**src/rtl/gda_vl_pkg.sv**
```systemverilog
// gda_vl_pkg: shared types and elaboration-time helpers for the GDA adder.
//   state_t     - controller states (IDLE, HOLD, CORR)
//   num_blocks  - number of M-bit sub-adder blocks in an N-bit operand
//   win_lo      - low bit index of block k's carry-prediction window
package gda_vl_pkg;

  typedef enum logic [1:0] {
    IDLE = 2'd0,
    HOLD = 2'd1,
    CORR = 2'd2
  } state_t;

  function automatic int num_blocks(input int n, input int m);
    return n / m;
  endfunction

  // Window for block k covers bits [k*m-1 : max(k*m-p, 0)].
  function automatic int win_lo(input int k, input int m, input int p);
    return (k * m > p) ? (k * m - p) : 0;
  endfunction

endpackage

```
**src/rtl/gda_carry_pred.sv**
```systemverilog
// gda_carry_pred: carry predictor for one GDA block window.
// The predicted carry is the window's carry-out with its bottom carry-in
// forced to 0; the prediction is wrong exactly when the whole window
// propagates and the true carry into the window bottom is 1.
// Ports:
//   g_i     [W-1:0] generate bits of the window (a & b)
//   p_i     [W-1:0] propagate bits of the window (a ^ b)
//   cin_i           true carry into the window's bottom bit
//   cpred_o         predicted carry into the block above the window
//   err_o           prediction differs from the true carry
module gda_carry_pred
  import gda_vl_pkg::*;
#(
  parameter int W = 2
) (
  input  logic [W-1:0] g_i,
  input  logic [W-1:0] p_i,
  input  logic         cin_i,
  output logic         cpred_o,
  output logic         err_o
);

  if (W < 1) begin : g_bad_w
    $error("gda_carry_pred: W must be >= 1");
  end

  always_comb begin
    cpred_o = 1'b0;
    for (int unsigned i = 0; i < W; i++) begin
      cpred_o = g_i[i] | (p_i[i] & cpred_o);
    end
  end

  assign err_o = (&p_i) & cin_i;

endmodule

```
**src/rtl/gda_vl_adder.sv**
```systemverilog
// gda_vl_adder: pipelined Generic Dual-Approximate adder with error detection.
// Operands are split into N/M exact ripple blocks whose carry-ins are
// predicted from a P-bit window below each block. Errors are flagged; when
// GDA_ERR_CORR_EN is defined, an errored result spends one extra cycle in
// CORR where the exact sum replaces the approximate one.
// Build option: GDA_ERR_CORR_EN (undefined by default = no correction).
// Ports:
//   clk, rst_n            clock, asynchronous active-low reset
//   in_valid/in_ready     operand handshake
//   in_a, in_b  [N-1:0]   unsigned operands
//   out_valid/out_ready   result handshake
//   out_sum     [N:0]     sum with carry-out at MSB
//   out_err               approximate sum differed from the exact sum
//   out_corr              out_sum holds the corrected exact sum
module gda_vl_adder
  import gda_vl_pkg::*;
#(
  parameter int N = 8,
  parameter int M = 2,
  parameter int P = 2
) (
  input  logic         clk,
  input  logic         rst_n,
  input  logic         in_valid,
  output logic         in_ready,
  input  logic [N-1:0] in_a,
  input  logic [N-1:0] in_b,
  output logic         out_valid,
  input  logic         out_ready,
  output logic [N:0]   out_sum,
  output logic         out_err,
  output logic         out_corr
);

  if (N < 2 || M < 1 || (N % M) != 0 || P < 1 || P > N - M) begin : g_bad_params
    $error("gda_vl_adder: illegal parameters (need N>=2, N%%M==0, 1<=P<=N-M)");
  end

  localparam int NB    = num_blocks(N, M);
  // Highest window bottom index; the true-carry chain only needs to reach it.
  localparam int LOMAX = win_lo(NB - 1, M, P);

  // ---------------------------------------------------------------------------
  // Approximate datapath
  // ---------------------------------------------------------------------------
  logic [N-1:0]   g, p;
  logic [LOMAX:0] tc;        // true carry into bit i
  logic [NB-1:0]  cin_blk;   // predicted carry-in per block
  logic [NB-1:0]  err_blk;
  logic [N:0]     approx;
  logic           err_now;

  assign g = in_a & in_b;
  assign p = in_a ^ in_b;

  always_comb begin
    tc = '0;
    for (int unsigned i = 0; i < LOMAX; i++) begin
      tc[i+1] = g[i] | (p[i] & tc[i]);
    end
  end

  assign cin_blk[0] = 1'b0;
  assign err_blk[0] = 1'b0;

  for (genvar k = 1; k < NB; k++) begin : g_pred
    localparam int LO = win_lo(k, M, P);
    localparam int HI = k * M - 1;
    gda_carry_pred #(.W(HI - LO + 1)) u_pred (
      .g_i    (g[HI:LO]),
      .p_i    (p[HI:LO]),
      .cin_i  (tc[LO]),
      .cpred_o(cin_blk[k]),
      .err_o  (err_blk[k])
    );
  end

  assign err_now = |err_blk;

  // Each block ripples from its predicted carry-in; the final carry left in
  // c after the last block is the top block's carry-out.
  always_comb begin
    logic c;
    c      = 1'b0;
    approx = '0;
    for (int unsigned k = 0; k < NB; k++) begin
      c = cin_blk[k];
      for (int unsigned j = 0; j < M; j++) begin
        approx[k*M + j] = p[k*M + j] ^ c;
        c               = g[k*M + j] | (p[k*M + j] & c);
      end
    end
    approx[N] = c;
  end

  // ---------------------------------------------------------------------------
  // Controller
  // ---------------------------------------------------------------------------
  state_t state_q, state_d;
  logic   accept;

  assign accept = in_valid & in_ready;

  always_ff @(posedge clk or negedge rst_n) begin
    if (!rst_n) state_q <= IDLE;
    else        state_q <= state_d;
  end

  always_comb begin
    state_d = state_q;
    unique case (state_q)
      IDLE, HOLD: begin
        if (accept) begin
`ifdef GDA_ERR_CORR_EN
          state_d = err_now ? CORR : HOLD;
`else
          state_d = HOLD;
`endif
        end else if (state_q == HOLD && out_ready) begin
          state_d = IDLE;
        end
      end
`ifdef GDA_ERR_CORR_EN
      CORR:    state_d = HOLD;
`endif
      default: state_d = IDLE;
    endcase
  end

  always_comb begin
    in_ready  = (state_q == IDLE) || (state_q == HOLD && out_ready);
    out_valid = (state_q == HOLD);
  end

  // ---------------------------------------------------------------------------
  // Result registers
  // ---------------------------------------------------------------------------
  logic [N:0] sum_q, sum_d;
  logic       err_q, err_d;
  logic       corr_q, corr_d;
`ifdef GDA_ERR_CORR_EN
  logic [N-1:0] a_q, a_d, b_q, b_d;

  assign a_d = accept ? in_a : a_q;
  assign b_d = accept ? in_b : b_q;
`endif

  always_comb begin
    sum_d  = sum_q;
    err_d  = err_q;
    corr_d = corr_q;
    if (accept) begin
      sum_d  = approx;
      err_d  = err_now;
      corr_d = 1'b0;
    end
`ifdef GDA_ERR_CORR_EN
    else if (state_q == CORR) begin
      sum_d  = {1'b0, a_q} + {1'b0, b_q};
      corr_d = 1'b1;
    end
`endif
  end

  always_ff @(posedge clk or negedge rst_n) begin
    if (!rst_n) begin
      sum_q  <= '0;
      err_q  <= 1'b0;
      corr_q <= 1'b0;
`ifdef GDA_ERR_CORR_EN
      a_q    <= '0;
      b_q    <= '0;
`endif
    end else begin
      sum_q  <= sum_d;
      err_q  <= err_d;
      corr_q <= corr_d;
`ifdef GDA_ERR_CORR_EN
      a_q    <= a_d;
      b_q    <= b_d;
`endif
    end
  end

  assign out_sum  = sum_q;
  assign out_err  = err_q;
  assign out_corr = corr_q;

endmodule

```
**config.mk**
```make
export PLATFORM = sky130hd
export DESIGN_NAME = gda_vl_adder
export DESIGN_NICKNAME = d
export VERILOG_FILES = /design/src/rtl/gda_vl_pkg.sv /design/src/rtl/gda_carry_pred.sv /design/src/rtl/gda_vl_adder.sv
export SDC_FILE = /design/constraint.sdc
export NUM_CORES = 1
export LEC_CHECK = 0
export ABC_AREA = 0
export CORE_UTILIZATION = 44
export DETAILED_ROUTE_END_ITERATION = 8
export MAX_ROUTING_LAYER = met4
export PLACE_DENSITY = 0.84
export SKIP_CTS_REPAIR_TIMING = 1
export SLEW_MARGIN = 20
export SYNTH_ARGS = -nofsm -noshare
export SYNTH_HDL_FRONTEND = slang
export SYNTH_HIERARCHICAL = 1
export SYNTH_SLANG_ARGS = --single-unit
```
**constraint.sdc**
```tcl
create_clock -name clk -period 3.2 [get_ports clk]
set_input_delay 0.64 -clock clk [delete_from_list [all_inputs] [get_ports clk]]
set_output_delay 0.64 -clock clk [all_outputs]
set_load 0.1 [all_outputs]
```
==> qor.txt <==
outcome - complete, but fails checks
violated checks - DRC
Worst VDD drop - 301 uV
nets - 133
vias in the first global route - 561
cells on worst reg2reg path - 3
initial antenna violation count - 0
area occupied by registers - 275 um^2
Setup crit start kind - input port
Clock Path Buffers - 2
register area share after synthesis - 36.3%
Vias - 575
Hold Path Depth - 2
delay-heaviest family, CP - adder cells
Synth top area share - 36.3%
Fin Setup TNS - 0 ns
Hold Fails Final Rpt - 0
Row Count - 14
cell taking the most area after synthesis - dfrtp_1
first-pass GRT wire length - 2.35 mm
Worst EP arrival - 2.48 ns
Clock Sinks - 11
die width - 43.5 um
final wirelength - 1.37 mm
share of cells above drive strength 1 - 20.8%
post-route cell area - 0.00108 mm^2
DR iter-0 viols - 8
crit-path cells - clkdlybuf4s50_1, ha_1, a21o_1, inv_1, fa_1, fa_1, mux2i_1
area grow syn2layout - 42.6%
core footprint - 0.00156 mm^2
data required time of the worst path - 3.34 ns
die height - 43.5 um
instance count on the critical path - 7
post-synthesis area per instance - 11.5 um^2
MaxCap Viol Count - 0
CP Class - in2reg
Pleak - 0.000608 uW
RSZ-0062 raised after global routing - no
Initial DRT Pass Iterations - 5
total grt overflow - 0
ranking of synthesized cells by area - dfrtp_1 (36%), fa_1 (13%), ha_1 (9.9%)
drt drc - 6
Worst Skew - 0.00246 ns
Yosys reg bits - 11
YS warnings - 6
clk root buf - clkbuf_4
Hold Crit Class - reg2reg
initial core utilization - 48.6%
Pwr per Cell Area - 660 mW/mm^2
fillers - 130
FMAX - 428 MHz
PortBufs - 31
final setup vio count - 0
CTS tree - done
Area after DPL - 0.00105 mm^2
post-synthesis cell type count - 18
Die Area - 0.00189 mm^2
CTS Buf Count - 3
vias per inst - 4.91
CTS H-tree lvls - 1
routability cong. - 0.799
crit path buf inv count - 2
Ports - 33
largest net degree at the start of global routing - 12
Gate Count Post-Synth - 66
multi-input logic area - 415 um^2
Detail Route Antenna Nets - 0
Mapped Area - 758 um^2
Worst Setup End Kind - register
max-slew violation count - 0
Critical Path Slowest Stage Cell - fa_1
CP max FO - 3
gr usage total - 18.2%
slowest stage delay, CP - 0.49 ns
worst skew pair latency - 0.26 ns
Diodes inserted - 0
Final Critical Period - 2.34 ns
cell mode on critical path - fa_1
Final Cycle Share - 73.1%
Final HPWL DP - 1.19 mm
WL/cell - 11.7 um
CTS clk-pin slew, worst paths - 0.07 ns
-- cells in the mapped netlist --
cell      count
inv_1        17
dfrtp_1      11
ha_1          6
a21o_1        5
fa_1          5
mux2i_1       5
mux2_4        4
and3_1        3
a21oi_1       1
a31oi_1       1
buf_4         1
conb_1        1
nand2_4       1
nand2b_4      1
nor3_1        1
or2b_1        1
xnor2_1       1
xor2_1        1
-- tightest hold or removal path, cell delays in order, from the launching register on --
cell,delay (ns)
dfrtp_1,0.38
inv_1,0.05
mux2i_1,0.05
-- state kept, by name, summed over array words and instances (netlist names) --
register / flops
out_err: 1
out_sum: 9
state_q: 1
-- final timing paths --
path                                 start         end  slack (ns)
worst max-delay path               in_a[5]  out_sum[7]        0.86
worst min register to register  out_sum[6]  out_sum[6]        0.52
max in group asynchronous            rst_n  out_sum[4]        2.19
worst max register to register  state_q[0]  out_sum[2]        2.10
worst min-delay path            out_sum[6]  out_sum[6]        0.52
min in group asynchronous            rst_n  out_sum[5]        0.70
-- area by class of cell --
type                    instances  share of cell area [%]
clock buffers                   4                    2.43
inverters                      17                    5.90
multi-input cells              38                    38.4
flip-flops and latches         11                    25.5
well taps                      16                    1.85
repair buffers                 31                    25.9
-- logic make-up (layout without fill, tap and decap cells) --
| family | count (synthesis) | in the layout | synth area share, % |
|---|---|---|---|
| AO/OA/AOI/OAI | 7 | 7 | 6.44 |
| XOR/XNOR | 2 | 2 | 2.31 |
| adder cells (fa/ha/maj) | 11 | 11 | 23.1 |
| buffers and inverters | 18 | 52 | 9.41 |
| flip-flops | 11 | 11 | 36.3 |
| multiplexers | 9 | 9 | 14.5 |
| other | 1 | 2 | 0.495 |
| AND/OR/NAND/NOR | 7 | 7 | 7.43 |
-- layout by cell type (no fill, tap or decap), drive strengths merged --
cell type and n:
nor3 1, nand2b 1, a31oi 1, fa 5, conb 2, ha 6, xor2 1, or2b 1
inv 17, nand2 1, mux2i 5, xnor2 1, buf 12, and3 3, a21oi 1, mux2 4
clkbuf 4, clkdlybuf4s50 19, a21o 5, dfrtp 11
-- where the power goes --
group / total, uW / internal [uW] / switching (uW)
clock network: 88.9 / 48.1 / 40.8
logic: 433 / 114 / 319
registers: 192 / 172 / 20.2
-- per-stage QoR --
step / utilization [%] / hold slack [ns] / power (uW) / worst slack, ns / cells
detailed placement: 67.7 / 0.515 / 629 / 0.586 / 113
global placement: 67.7 / 0.500 / 623 / 0.636 / 113
CTS: 69.3 / 0.525 / 718 / 0.855 / 117
floorplan: - / 0.344 / 525 / 1.09 / 67
finish: 69.3 / 0.522 / 714 / 0.862 / 117
global route: 69.3 / 0.552 / 746 / 0.806 / 117
-- layer usage --
metal  wire [um]  global-route usage [%]
met5           0                       -
met4          27                    13.8
met3          71                    2.08
met2         679                    30.0
met1         596                    20.0
(Power assumes the default switching activity.)
